--- config.mk ---
export PLATFORM = sky130hd
export DESIGN_NAME = ex_advint_s2
export DESIGN_NICKNAME = d
export VERILOG_FILES = /design/src/rtl/ex_advint_s2.sv
export SDC_FILE = /design/constraint.sdc
export NUM_CORES = 1
export LEC_CHECK = 0
export CAP_MARGIN = 40
export CORE_ASPECT_RATIO = 1.4
export CORE_MARGIN = 4
export CORE_UTILIZATION = 42
export DETAILED_ROUTE_END_ITERATION = 10
export PLACE_DENSITY = 0.79
export SLEW_MARGIN = 0
export SYNTH_ARGS = -nofsm -noshare
export SYNTH_HDL_FRONTEND = slang
export SYNTH_SLANG_ARGS = --single-unit
--- constraint.sdc ---
create_clock -name clk -period 2.1 [get_ports clk]
set_input_delay 0.42 -clock clk [delete_from_list [all_inputs] [get_ports clk]]
set_output_delay 0.42 -clock clk [all_outputs]
set_load 0.05 [all_outputs]
--- src/rtl/ex_advint_s2.sv ---
`default_nettype none
// ============================================================================
// Module   : ex_advint_s2
// Brief    : Advanced Integer Unit stage 2. Registers the lo/hi halves of a
//            stage-1 MUL/DIV result and writes them back as up to two beats
//            (lo first, then hi) over a single register-file write port.
//            Publishes pending destination tags for the issue scoreboard.
// Revision : 1.0 - initial release
// ============================================================================
module ex_advint_s2 #(
  parameter int DATA_W = 64,
  parameter int REG_W  = 6
) (
  input  logic              clk,
  input  logic              rst_n,
  input  logic              flush,
  input  logic              in_valid,
  output logic              in_ready,
  input  logic [DATA_W-1:0] in_lo,
  input  logic [DATA_W-1:0] in_hi,
  input  logic [REG_W-1:0]  in_rd,
  input  logic [REG_W-1:0]  in_rd2,
  output logic              wb_valid,
  input  logic              wb_ready,
  output logic [REG_W-1:0]  wb_reg,
  output logic [DATA_W-1:0] wb_data,
  output logic              pend_valid,
  output logic [REG_W-1:0]  pend_rd,
  output logic [REG_W-1:0]  pend_rd2
);

  localparam logic [1:0] S_IDLE  = 2'd0;
  localparam logic [1:0] S_WB_LO = 2'd1;
  localparam logic [1:0] S_WB_HI = 2'd2;

  logic [1:0]        r_state;
  logic [1:0]        w_next_state;
  logic [1:0]        w_cap_target;
  logic [DATA_W-1:0] r_lo;
  logic [DATA_W-1:0] r_hi;
  logic [REG_W-1:0]  r_rd;
  logic [REG_W-1:0]  r_rd2;
  logic              w_cap;
  logic              w_rd2_nz;

  assign w_rd2_nz = (r_rd2 != '0);

  // A new result may enter when the port is idle or the final beat of the
  // current result leaves this cycle; flush blocks any capture.
  assign in_ready = !flush &&
                    ((r_state == S_IDLE) ||
                     ((r_state == S_WB_HI) && wb_ready) ||
                     ((r_state == S_WB_LO) && wb_ready && !w_rd2_nz));

  assign w_cap = in_valid && in_ready;

  // First beat of an incoming result; a result with both halves discarded
  // goes nowhere.
  assign w_cap_target = (in_rd  != '0) ? S_WB_LO :
                        (in_rd2 != '0) ? S_WB_HI : S_IDLE;

  // Next-state selection; flush overrides every other transition.
  always_comb begin
    w_next_state = r_state;
    if (flush) begin
      w_next_state = S_IDLE;
    end else begin
      case (r_state)
        S_IDLE: begin
          if (w_cap) w_next_state = w_cap_target;
        end
        S_WB_LO: begin
          if (wb_ready) begin
            if (w_rd2_nz)   w_next_state = S_WB_HI;
            else if (w_cap) w_next_state = w_cap_target;
            else            w_next_state = S_IDLE;
          end
        end
        S_WB_HI: begin
          if (wb_ready) w_next_state = w_cap ? w_cap_target : S_IDLE;
        end
        default: w_next_state = S_IDLE;
      endcase
    end
  end

  // State register.
  always_ff @(posedge clk or negedge rst_n) begin
    if (!rst_n) r_state <= S_IDLE;
    else        r_state <= w_next_state;
  end

  // Result holding registers, loaded only on an accepted result.
  always_ff @(posedge clk or negedge rst_n) begin
    if (!rst_n) begin
      r_lo  <= '0;
      r_hi  <= '0;
      r_rd  <= '0;
      r_rd2 <= '0;
    end else if (w_cap) begin
      r_lo  <= in_lo;
      r_hi  <= in_hi;
      r_rd  <= in_rd;
      r_rd2 <= in_rd2;
    end
  end

  // Writeback and scoreboard outputs decode straight from registered state,
  // so they hold steady during a stall and drop to zero on async reset.
  always_comb begin
    wb_valid   = 1'b0;
    wb_reg     = '0;
    wb_data    = '0;
    pend_valid = 1'b0;
    pend_rd    = '0;
    pend_rd2   = '0;
    case (r_state)
      S_WB_LO: begin
        wb_valid   = 1'b1;
        wb_reg     = r_rd;
        wb_data    = r_lo;
        pend_valid = 1'b1;
        pend_rd    = r_rd;
        pend_rd2   = r_rd2;
      end
      S_WB_HI: begin
        wb_valid   = 1'b1;
        wb_reg     = r_rd2;
        wb_data    = r_hi;
        pend_valid = 1'b1;
        pend_rd2   = r_rd2;
      end
      default: ;
    endcase
  end

endmodule
`default_nettype wire

Word level (Yosys, flattened, before mapping). Index checks and enable logic that the tools add are counted.

Input bits: 145. Logic and storage cells: 39. Register bits after elaboration: 142. Output and inout bits: 85.

Muxes and demuxes: 14. Reductions and logical operators: 15. Eq/ne operators: 5.

Operators with widths (number): $pmux 64 s2 (1); $reduce_bool 6->1 (3); $mux 2 (8); $mux 6 (2); $pmux 6 s2 (1); $ne 3x3->1 const B (3); $pmux 2 s3 (1); $logic_and 1x1->1 (5); $reduce_and 3->1 (1); $eq 2x1->1 const B (1); $eq 2x2->1 const B (1); $logic_not 1->1 (2); $logic_not 2->1 (1); $logic_or 1x1->1 (2); $reduce_or 2->1 (1); $mux 1 (1).

Logic depth before layout (Yosys ltp). Gate-level depths: netlist of the first run.

Word-level depth: 11. Gate-level depth with buffers: 9. Gate-level depth less buffers: 6.

Worst setup path after synthesis of the first run. No wires, ideal clock.

Kind: register to output. From: reg r_state[1]. To: out wb_reg[1]. Cell stages (with the launch flop): 8. Buffers on the path: 2. Data arrival time: 2381 ps. Required time: 1680 ps. Setup slack: -701 ps. Path through: dfrtp_1 inv_1 ha_1 clkbuf_1 clkbuf_1 and2_1 a21oi_1 nor2b_1.

Longest elaborated chain between the ends: 2. Elaborated cells between the ends (all ways): 3. Classes of those cells: 2 x eq/ne; 1 x mux.

RTL lines: start, declared (RTL line 36) `logic [1:0] r_state;`; start signal, assigned (RTL line 90) `else r_state <= w_next_state;`; $eq 2x2->1 or $eq 2x1->1 (tied branches) (RTL line 117) `case (r_state)`; $pmux 6 s2 * (RTL line 117); end, declared (RTL line 25) `output logic [REG_W-1:0] wb_reg,`.

Mark *: on every way between the ends. The rest lies on a longest branch, timed or not.

Worst setup path in the final report of the first run.
From: reg r_state[1]. To: out wb_reg[0].

Same word-level chain as after synthesis.

==> results of run 1 <==
power breakdown:
group          total [uW]  switching [uW]  internal (uW)
clock network        3080            1150           1930
registers            3810             468           3340
logic                2830            1090           1740
total                9720            2710           7010
cells in the final DEF, fill, tap and decap left out, types with 3 or more instances in the layout:
master	instances
clkdlybuf4s50_1	143
dfrtp_1	138
buf_12	99
mux2_4	89
nor2b_4	70
mux2_2	51
a22oi_2	35
a22oi_1	29
clkbuf_16	25
buf_4	17
and2_4	12
buf_6	8
buf_16	7
a21oi_4	5
dfrtp_2	4
nand2_1	3
ha_4	3
bufinv_16	3
clkbuf_1	3
clkinv_2	3
per-stage QoR:
step           setup TNS, ns  instance area, sq um  instances  hold slack (ns)
2_1_floorplan         -5.817                  7528        507           0.1244
3_3_place_gp          -4.055                 10960        917           0.3803
3_5_place_dp          -8.092                 10960        917           0.3761
4_1_cts               -12.91                 12230        969           0.5014
5_1_grt               -48.85                 12490        983           0.5242
6_report              -34.13                 12490        983           0.5007
cell type report:
class / instances / area share (%)
diodes: 2 / 0.04008
clock buffers: 22 / 3.718
clock inverters: 10 / 1.102
repair buffers: 284 / 32.43
well taps: 199 / 1.994
multi-input cells: 320 / 32.06
inverters: 4 / 0.1603
flip-flops and latches: 142 / 28.50
critical path, cell delays in order (launching register included):
cell,delay (ns)
dfrtp_2,0.44
inv_4,0.07
ha_4,0.34
buf_8,0.16
clkbuf_16,0.16
nor2b_4,0.19
buf_12,0.15
flip-flops by register name (all words and copies together), names as in the netlist:
register / flops
r_hi: 64
r_rd: 6
r_rd2: 6
r_lo: 64
r_state: 2
path summary, 6_finish.rpt:
path | from | endpoint | slack, ns
setup / recovery | r_state[1] | wb_reg[0] | -0.26
hold / removal | rst_n | r_hi[39] | 0.50
setup reg to reg | r_rd2[0] | r_hi[55] | -0.18
hold reg to reg | r_lo[40] | r_lo[40] | 0.51
max in group asynchronous | rst_n | r_rd2[3] | 0.97
min in group clk | r_lo[40] | r_lo[40] | 0.51
cell families (layout without fill, tap and decap cells):
| group | Yosys count | after routing | synth area share, % |
|---|---|---|---|
| AO/OA/AOI/OAI | 82 | 82 | 8.578 |
| adder cells (fa/ha/maj) | 4 | 4 | 0.7193 |
| buffers and inverters | 45 | 320 | 3.668 |
| flip-flops | 142 | 142 | 51.07 |
| multiplexers | 140 | 140 | 27.46 |
| other | 0 | 2 | 0 |
| AND/OR/NAND/NOR | 94 | 94 | 8.506 |
metal layers:
| metal | routed length (um) | GRT usage, % | up-vias |
|---|---|---|---|
| met2 | 12950 | 42.18 | 214 |
| met5 | 0 | 0 | - |
| met4 | 794 | 9.546 | 0 |
| met1 | 8487 | 26.47 | 2747 |
| met3 | 1353 | 5.616 | 49 |
| li1 | - | - | 2343 |
repair_timing:
item                       4_1_cts  5_1_grt
setup endpoints to repair       84      192
pin swaps                        7        5
resized for setup               84        9
hold buffers                     1        0
setup buffers                   12        3
hold endpoints to repair        40        0
gates cloned                     7       11
==> impl_metrics.ini, run 1 <==
[run]
drv_cap = 0

[logic_synthesis]
synth_top_cells_by_count = dfrtp_1 (142), mux2_4 (89), nor2b_1 (70), a22oi_1 (64), mux2_2 (51)
netlist_instances = 507
mappedNetlistArea_sq_mm = 0.006958
ys_types = 32
synth_edf_count = 0
syn_avg_cell_area_sq_um = 13.72
yosysSeqAreaShare_pct = 51.07
synth_area_leaders = dfrtp_1 (51%), mux2_4 (19%), mux2_2 (8.3%), a22oi_1 (6.9%), nor2b_1 (6.3%)
async_flop_share_pct = 100.0
synth_seq_cells = 142
yosysTopAreaCell = dfrtp_1
synth_ff_type = dfrtp_1
ys.warnings.count = 0
synth.most_common_cell = dfrtp_1
synth_top_area_share_pct = 51.07
syn_nets = 656

[timing]
timing.final.hold_violations = 0
fin_ws_ns = -0.2597
period_share_pct = 112.4
finalMaxSlewViolations = 0
relSlewSlack_pct = 69.62
tightest_slew_ns = 0.4558
rsz0062_at_grt = yes
fmax_mhz = 423.8
skew_ns = 0.009951
fin_crit_ns = 2.360
setup_viol_count_final = 222

[drt]
ant_nets = 0
wire_per_inst_um = 24.00
vias_per_cell = 5.446
wirelength_mm = 23.59
route.vias.total = 5353
dr.pass1.iters = 4
drt-initial-drc-count = 286
route.detailed.drc = 0

[global_routing]
antenna_found_initial = 2
grt_start_max_net_pins = 48
grt_usage_pct = 23.62
gr-total-overflow = 0
grt_pass1_wl_mm = 33.66
grt_pass1_vias = 6022

[cells_and_area]
regArea_sq_mm = 0.003558
syn_to_final_growth_pct = 79.45
multiInputGateArea_sq_mm = 0.004003
fin_util_pct = 76.88
final_nets = 918
drive_above_1_share_pct = 57.16
num-fill-cells = 920

[worst_setup_path]
critical_path.startpoint_type = flip-flop
cp.required_ns = 1.68
reg2reg_depth = 6
end_kind = output port
path_max_fanout = 6
critPathKind = flip-flop to output port
cp.arrival_ns = 1.94

[placed_design]
place_congestion = 0.8080
pre_cts_ws_ns = -0.1016
portBuffers = 229
hpwlAfterDp_mm = 14.59

[clocking]
cts_root_buffer = clkbuf_16
clockBufferDepth = 2
worstSkewPairLatency_ns = 0.42
htreeDepth = 4
cts_tree = yes
clock_sinks = 142
cts_buffers = 17
path_clk_slew_ns = 0.06

[power]
p_leak_uw = 0.005066
power.density_mw_per_mm2 = 778.6
p_total_uw = 9721
ir_worst_vdd_uv = 555.3

[min_path]
hp-class = primary input to async pin

[floorplan]
die_h_um = 160.3
ios = 230
row_count = 55
die_area_sq_mm = 0.01872
initial_core_util_pct = 42.84
dieWidth_um = 116.8
core_area_sq_mm = 0.01624

[outcome]
outcome = finished, violations left
violations = setup timing
Note: power is estimated with default switching activity, not from simulation.
==> run 2, diff against run 1 <==
- CAP_MARGIN: 40 -> default
- CORE_MARGIN: 4 -> 2
==> impl_metrics.ini, run 2 (same netlist as run 1, synthesis figures left out) <==
[clocking]
cts_root_buffer = clkbuf_16
path_clk_slew_ns = 0.06
htreeDepth = 4
cts_buffers = 17
worstSkewPairLatency_ns = 0.42
clock_sinks = 142
clockBufferDepth = 2
cts_tree = yes

[global_routing]
grt_usage_pct = 25.94
grt_pass1_vias = 6163
grt_pass1_wl_mm = 34.91
gr-total-overflow = 0
antenna_found_initial = 0
grt_start_max_net_pins = 52

[outcome]
violations = setup timing
outcome = finished, violations left

[timing]
relSlewSlack_pct = 72.25
fmax_mhz = 432.2
period_share_pct = 110.2
fin_crit_ns = 2.314
timing.final.hold_violations = 0
setup_viol_count_final = 223
tightest_slew_ns = 0.4163
rsz0062_at_grt = yes
fin_ws_ns = -0.2138
finalMaxSlewViolations = 0
skew_ns = 0.008904

[drt]
wirelength_mm = 22.83
dr.pass1.iters = 4
ant_nets = 0
route.detailed.drc = 0
drt-initial-drc-count = 254
wire_per_inst_um = 23.34
vias_per_cell = 5.485
route.vias.total = 5364

[power]
internal-power_uw = 7177
p_leak_uw = 0.005093
power.net_switching_uw = 2754
power.density_mw_per_mm2 = 788.2
ir_worst_vdd_uv = 613.0
clockPowerShare_pct = 33.1
p_seq_share_pct = 38.5
power.share.combinational_pct = 28.4
switching_share_pct = 27.74

[worst_setup_path]
cp.arrival_ns = 1.89
path_max_fanout = 5
critPathKind = flip-flop to output port
end_kind = output port
critical_path.startpoint_type = flip-flop
cp.required_ns = 1.68

[placed_design]
place_congestion = 0.8212
hpwlAfterDp_mm = 14.03
portBuffers = 229
postPlaceCellArea_sq_mm = 0.01100

[cells_and_area]
final_nets = 916
antenna_cells = 0
final_cell_mix = clkdlybuf4s50_1 (143), dfrtp_1 (140), buf_12 (106), mux2_4 (89), nor2b_4 (70)
layout_commonest_cell = clkdlybuf4s50_1
drive_above_1_share_pct = 59.18
postLayoutCellArea_sq_mm = 0.01260
num-fill-cells = 881
fin_util_pct = 77.92
syn_to_final_growth_pct = 81.10
reg.largest.list = r_hi: 64 flops, r_lo: 64 flops

[min_path]
hp-class = primary input to async pin

[floorplan]
die_h_um = 156.3
dieWidth_um = 112.8
die_area_sq_mm = 0.01763
core_area_sq_mm = 0.01617
row_count = 55
initial_core_util_pct = 43.03
ios = 230

[run]
drv_cap = 0
## run 2: cell types whose count changed in the layout (fill, tap and decap cells not counted), moves of 3 or more
cell       previous run  this run
clkbuf_16            25        20
buf_12               99       106
buf_6                 8         5
a22oi_1              29        12
buf_4                17        13
inv_6                 0         3
a22oi_2              35        52
## run 2: worst paths after layout
check                                 from       end  slack, ns  depth (start not counted)
worst min register to register    r_lo[43]  r_lo[43]       0.51                          1
worst min-delay path                 rst_n  r_lo[53]       0.49                          2
worst max-delay path            r_state[0]  in_ready      -0.21                          6
max in group asynchronous            rst_n  r_hi[40]       0.98                          3
min in group clk                  r_lo[43]  r_lo[43]       0.51                          1
worst max register to register    r_rd2[2]  r_hi[62]      -0.18                          7
## run 2: area by class of cell
cell class,instances,area (sq um),share of cell area [%]
multi-input combinational,321,4078,32.36
sequential,142,3556,28.22
clock buffer,18,429.2,3.406
tap,199,249.0,1.976
timing repair buffer,281,4060,32.22
inverter,4,17.52,0.1390
clock inverter,13,211.5,1.678
## run 2: per-layer routing
layer	part of all wire [%]	GRT usage [%]	routed length, um	vias up
li1	-	-	-	2348
met1	37	29.66	8387	2750
met2	55	46.68	12450	216
met3	5.3	5.926	1218	50
met4	3.4	10.34	765	0
met5	0	0	0	-
## run 2: through the flow
stage	setup TNS (ns)	total power, uW	std cells	hold slack [ns]	setup slack, ns
after floorplan	-5.817	5221	507	0.1244	-0.06570
after global placement	-11.70	6080	920	0.3577	-0.1264
after detailed placement	-18.04	6198	920	0.3695	-0.1830
after CTS	-24.00	9896	978	0.4967	-0.2014
after global routing	-41.20	10290	978	0.5191	-0.2546
final	-29.00	9931	978	0.4936	-0.2138
## run 2: power groups by stage
stage                     sequential, uW  combinational, uW  clock [uW]
after floorplan                     3620               1600           0
after global placement              3690               2390           0
after detailed placement            3740               2460           0
after CTS                           3790               2780        3320
after global routing                3880               2970        3450
final                               3820               2820        3290
## run 2: critical path: stages, from the launching register on
cell and delay (ns):
dfrtp_2 0.43, inv_4 0.07, ha_4 0.20, buf_12 0.14, a21oi_1 0.34, a21oi_2 0.13
buf_12 0.17
## run 2: repair_timing
action | in CTS | in global routing
cloned | 11 | 3
endpoints found under the setup margin | 189 | 227
setup buffers | 15 | 0
pin swaps | 16 | 1
resized for setup | 95 | 19
hold buffers | 1 | 0
endpoints found under the hold margin | 40 | 0
